--- config.mk ---
export PLATFORM = sky130hd
export DESIGN_NAME = conv_window_sequencer
export DESIGN_NICKNAME = d
export VERILOG_FILES = /design/src/rtl/conv_window_sequencer.sv
export SDC_FILE = /design/constraint.sdc
export NUM_CORES = 1
export LEC_CHECK = 0
export CAP_MARGIN = 40
export CELL_PAD_IN_SITES_DETAIL_PLACEMENT = 1
export CELL_PAD_IN_SITES_GLOBAL_PLACEMENT = 1
export CORE_MARGIN = 1.5
export CORE_UTILIZATION = 36
export CTS_CLUSTER_SIZE = 24
export DETAILED_ROUTE_END_ITERATION = 12
export PLACE_DENSITY_LB_ADDON = 0.12
export SETUP_SLACK_MARGIN = 0.15
export SYNTH_ARGS = -nofsm -noshare
export SYNTH_HDL_FRONTEND = slang
export SYNTH_SLANG_ARGS = --single-unit
--- constraint.sdc ---
create_clock -name clk_i -period 2.7 [get_ports clk_i]
set_input_delay 0.54 -clock clk_i [delete_from_list [all_inputs] [get_ports clk_i]]
set_output_delay 0.54 -clock clk_i [all_outputs]
set_load 0.005 [all_outputs]
--- src/rtl/conv_window_sequencer.sv ---
// Frame sequencer: loads DEPTH pixels into the line buffer, then issues NUM_WIN window reads.
// Optional completed-frame counter enabled by defining CONV_SEQ_FRAME_CNT_EN.
module conv_window_sequencer #(
   parameter int unsigned DEPTH   = 15,
   parameter int unsigned WIN     = 3,
   parameter int unsigned NUM_WIN = DEPTH / WIN,
   parameter int unsigned CNT_W   = 4
) (
   input  logic       clk_i,
   input  logic       rst_ni,
   input  logic       start_i,
   input  logic       in_valid_i,
   output logic       in_ready_o,
   output logic       write_en_o,
   input  logic       out_ready_i,
   output logic       read_en_o,
   output logic       out_valid_o,
   output logic [2:0] win_idx_o,
   output logic       busy_o,
   output logic       done_o,
   output logic [7:0] frame_cnt_o
);

   typedef enum logic [1:0] {StIdle, StLoad, StRun, StDone} state_e;

   state_e           state_q, state_d;
   logic [CNT_W-1:0] wr_cnt_q, wr_cnt_d;
   logic [CNT_W-1:0] rd_cnt_q, rd_cnt_d;
   logic             out_valid_q;
   logic [2:0]       win_idx_q, win_idx_d;

   // Strobes are combinational so the address counters advance in the same cycle as the handshake.
   assign in_ready_o  = (state_q == StLoad);
   assign write_en_o  = in_ready_o & in_valid_i;
   assign read_en_o   = (state_q == StRun) & out_ready_i;
   assign busy_o      = (state_q != StIdle);
   assign done_o      = (state_q == StDone);
   assign out_valid_o = out_valid_q;
   assign win_idx_o   = win_idx_q;

   always_comb begin
      state_d   = state_q;
      wr_cnt_d  = wr_cnt_q;
      rd_cnt_d  = rd_cnt_q;
      win_idx_d = win_idx_q;
      unique case (state_q)
         StIdle: begin
            if (start_i) state_d = StLoad;
         end
         StLoad: begin
            if (write_en_o) begin
               if (wr_cnt_q == CNT_W'(DEPTH - 1)) begin
                  wr_cnt_d = '0;
                  state_d  = StRun;
               end else begin
                  wr_cnt_d = wr_cnt_q + 1'b1;
               end
            end
         end
         StRun: begin
            if (read_en_o) begin
               win_idx_d = 3'(rd_cnt_q);
               if (rd_cnt_q == CNT_W'(NUM_WIN - 1)) begin
                  rd_cnt_d = '0;
                  state_d  = StDone;
               end else begin
                  rd_cnt_d = rd_cnt_q + 1'b1;
               end
            end
         end
         StDone: begin
            state_d = StIdle;
         end
         default: begin
            state_d = StIdle;
         end
      endcase
   end

   always_ff @(posedge clk_i or negedge rst_ni) begin
      if (!rst_ni) begin
         state_q     <= StIdle;
         wr_cnt_q    <= '0;
         rd_cnt_q    <= '0;
         out_valid_q <= 1'b0;
         win_idx_q   <= '0;
      end else begin
         state_q     <= state_d;
         wr_cnt_q    <= wr_cnt_d;
         rd_cnt_q    <= rd_cnt_d;
         out_valid_q <= read_en_o;
         win_idx_q   <= win_idx_d;
      end
   end

`ifdef CONV_SEQ_FRAME_CNT_EN
   logic [7:0] frame_cnt_q;

   always_ff @(posedge clk_i or negedge rst_ni) begin
      if (!rst_ni) begin
         frame_cnt_q <= 8'd0;
      end else if (state_q == StDone) begin
         frame_cnt_q <= frame_cnt_q + 8'd1;
      end
   end

   assign frame_cnt_o = frame_cnt_q;
`else
   assign frame_cnt_o = 8'd0;
`endif

endmodule
==> reports/qor.yml <==
worstPathArrival_ns: 1.80
holdPathEnd: "win_idx_o[0]"
ff2ff_path_depth: 5
end_kind: "output pin"
ioPinCount: 22
cts.path.max_buffers: 2
numCtsBuffers: 3
p_int_mw: 0.622
clock-root-buffer: "clkbuf_4"
worst_slew_pin_slew_ns: 0.601
hpwl_mm: 1.11
mostFrequentLayoutCells: "14 x o21ai_0, 14 x dfrtp_1, 13 x clkdlybuf4s50_1, 11 x nand2_1, 8 x conb_1"
hold_viol_final: 0
drive_above_1_share_pct: 11.5
wl_per_cell_um: 11.2
syn_area_per_cell_um2: 9.56
clk_latency_ns: 0.27
grt_pass1_wl_mm: 2.43
syn_to_final_growth_pct: 22.1
relSlewSlack_pct: 59.8
timing.fmax_mhz: 428
path_clk_slew_ns: 0.07
leakagePower_nw: 0.436
r2r_slack_ns: 1.22
drtAntennaViolNets: 0
antenna_found_initial: 0
post_cts_buffers: 0
globalRouteOverflowTotal: 0
seq_power_share_pct: 40.6
synth-seq-cells: 14
startpoint_type: "input port"
io_buffers: 13
setup_tns_ns: 0
yosysUniqueCellTypes: 21
cts_tree: "yes"
drtPass1Iterations: 3
maxCapViolCount: 0
num_vias: 586
antenna_cells: 0
comb_power_share_pct: 44.7
route.detailed.drc: 0
vias_per_cell: 4.76
worstPathRequired_ns: 2.16
fin_crit_sh_pct: 86.5
clkPwrFrac_pct: 14.7
multi_input_area_um2: 353
status: "finished, final reports clean"
total_power_mw: 0.987
rsz0062_at_grt: "no"
grt_pass1_vias: 563
syn_inst: 80
fin_nets: 108
crit_start: "out_ready_i"
r2r-start: "state_q[0]"
p_per_area_nw_per_um2: 1060
die_w_um: 49.1
setup-violations-final: 0
power_switching_mw: 0.365
die_y_um: 49.1
rows: 16
grt_max_degree: 15
ff_latch_area_um2: 350
yosysWarnings: 0
worstHoldPathType: "register to register"
syn_area_um2: 764
crit_type: "input port to output pin"
initial_core_util_pct: 38.6
swShare_pct: 37.0
dieArea_um2: 2410
cp_max_fo: 8
final_max_slew_viol_count: 0
min_path_cells: 2
r2r-end: "rd_cnt_q[3]"
htree_levels: 1
ys_seq_area_share_pct: 45.8
cts.sinks: 14
gp_congestion: 0.688
drt_iter0_drc: 2
core_area_um2: 1980
grt_usage_pct: 13.4
wirelength_mm: 1.37
fillers: 235
skew_ns: 0.00604
vdd_drop_max_mv: 0.452
timing.final.crit_period_ns: 2.34
min_from: "win_idx_o[0]"
[critical path, cell delays in order]
cell and delay, ns:
clkdlybuf4s50_1 0.49, nand2_2 0.12, inv_2 0.13, clkdlybuf4s50_1 0.51
[per-stage QoR]
| stage | setup slack [ns] | util [%] | hold WS [ns] | cells | instance area (um^2) |
|---|---|---|---|---|---|
| 2_1_floorplan | 1.22 | - | 0.244 | 87 | 791 |
| 3_3_place_gp | 0.255 | 45.1 | 0.494 | 119 | 895 |
| 3_5_place_dp | 0.230 | 45.1 | 0.487 | 119 | 895 |
| 4_1_cts | 0.212 | 47.0 | 0.505 | 123 | 931 |
| 5_1_grt | 0.214 | 47.1 | 0.539 | 123 | 933 |
| 6_report | 0.363 | 47.1 | 0.499 | 123 | 933 |
[metal layers]
metal  wire length [um]  global-route usage, %  part of all wire, %
met5                  0                      0                    0
met4                 29                   7.14                  2.1
met3                 58                   3.99                  4.2
met2                714                   23.0                   52
met1                569                   14.7                   41
[area by class of cell]
class / instances / area share (%)
Clock buffer: 4 / 3.89
Timing Repair Buffer: 13 / 13.9
Multi-Input combinational cell: 57 / 37.8
Inverter: 8 / 3.22
Sequential cell: 14 / 37.5
Tap cell: 27 / 3.62
[power by group through the flow]
| stage | Sequential [mW] | Clock (mW) | Combinational, mW |
|---|---|---|---|
| after global routing | 0.418 | 0.163 | 0.509 |
| final | 0.401 | 0.145 | 0.441 |
| after detailed placement | 0.406 | 0 | 0.445 |
| after CTS | 0.401 | 0.152 | 0.449 |
| after global placement | 0.404 | 0 | 0.436 |
| after floorplan | 0.382 | 0 | 0.280 |
[flip-flops by register name, indices dropped and copies added, names as in the netlist]
signal       flops
rd_cnt_q         4
wr_cnt_q         4
win_idx_o        3
state_q          2
out_valid_o      1
[worst max-delay path by stage]
stage / to / slack (ns) / cells after the start
2_1_floorplan: read_en_o / 1.22 / 4
3_3_place_gp: read_en_o / 0.26 / 4
3_5_place_dp: read_en_o / 0.23 / 4
4_1_cts: read_en_o / 0.21 / 4
5_1_grt: read_en_o / 0.21 / 5
6_report: read_en_o / 0.36 / 4
[kinds of logic after synthesis]
logic type                 after synthesis  synth area share (%)
muxes                                    2                  3.44
AOI/OAI and AO/OA                       19                  14.6
adders and majority gates                6                  9.82
and+or+nand+nor                         22                  14.1
buffers and inverters                   16                  11.8
DFF                                     14                  45.8
other                                    1                 0.491
[synth_stat cells]
cell / count / share of area, %
dfrtp_1: 14 / 46
o21ai_0: 14 / 9.2
nand2_1: 12 / 5.9
buf_4: 8 / 7.9
inv_1: 8 / 3.9
ha_1: 6 / 9.8
nand3_1: 4 / 2.6
a21oi_1: 1 / 0.65
a22oi_1: 1 / 0.98
conb_1: 1 / 0.49
mux2_2: 1 / 1.5
mux2_4: 1 / 2.0
nand2b_1: 1 / 0.82
nand3_2: 1 / 1.3
nand4b_1: 1 / 1.1
nor2_1: 1 / 0.49
nor2b_1: 1 / 0.82
o211ai_2: 1 / 1.6
o21ai_2: 1 / 1.1
o31ai_1: 1 / 0.98
or4_1: 1 / 0.98
[what timing repair did]
action / 4_1_cts / 5_1_grt
endpoints found under the setup margin: 0 / 1
resized for setup: 0 / 2
hold buffers: 0 / 0
hold endpoints to repair: 0 / 0
Power figures use the tool's default switching activity.
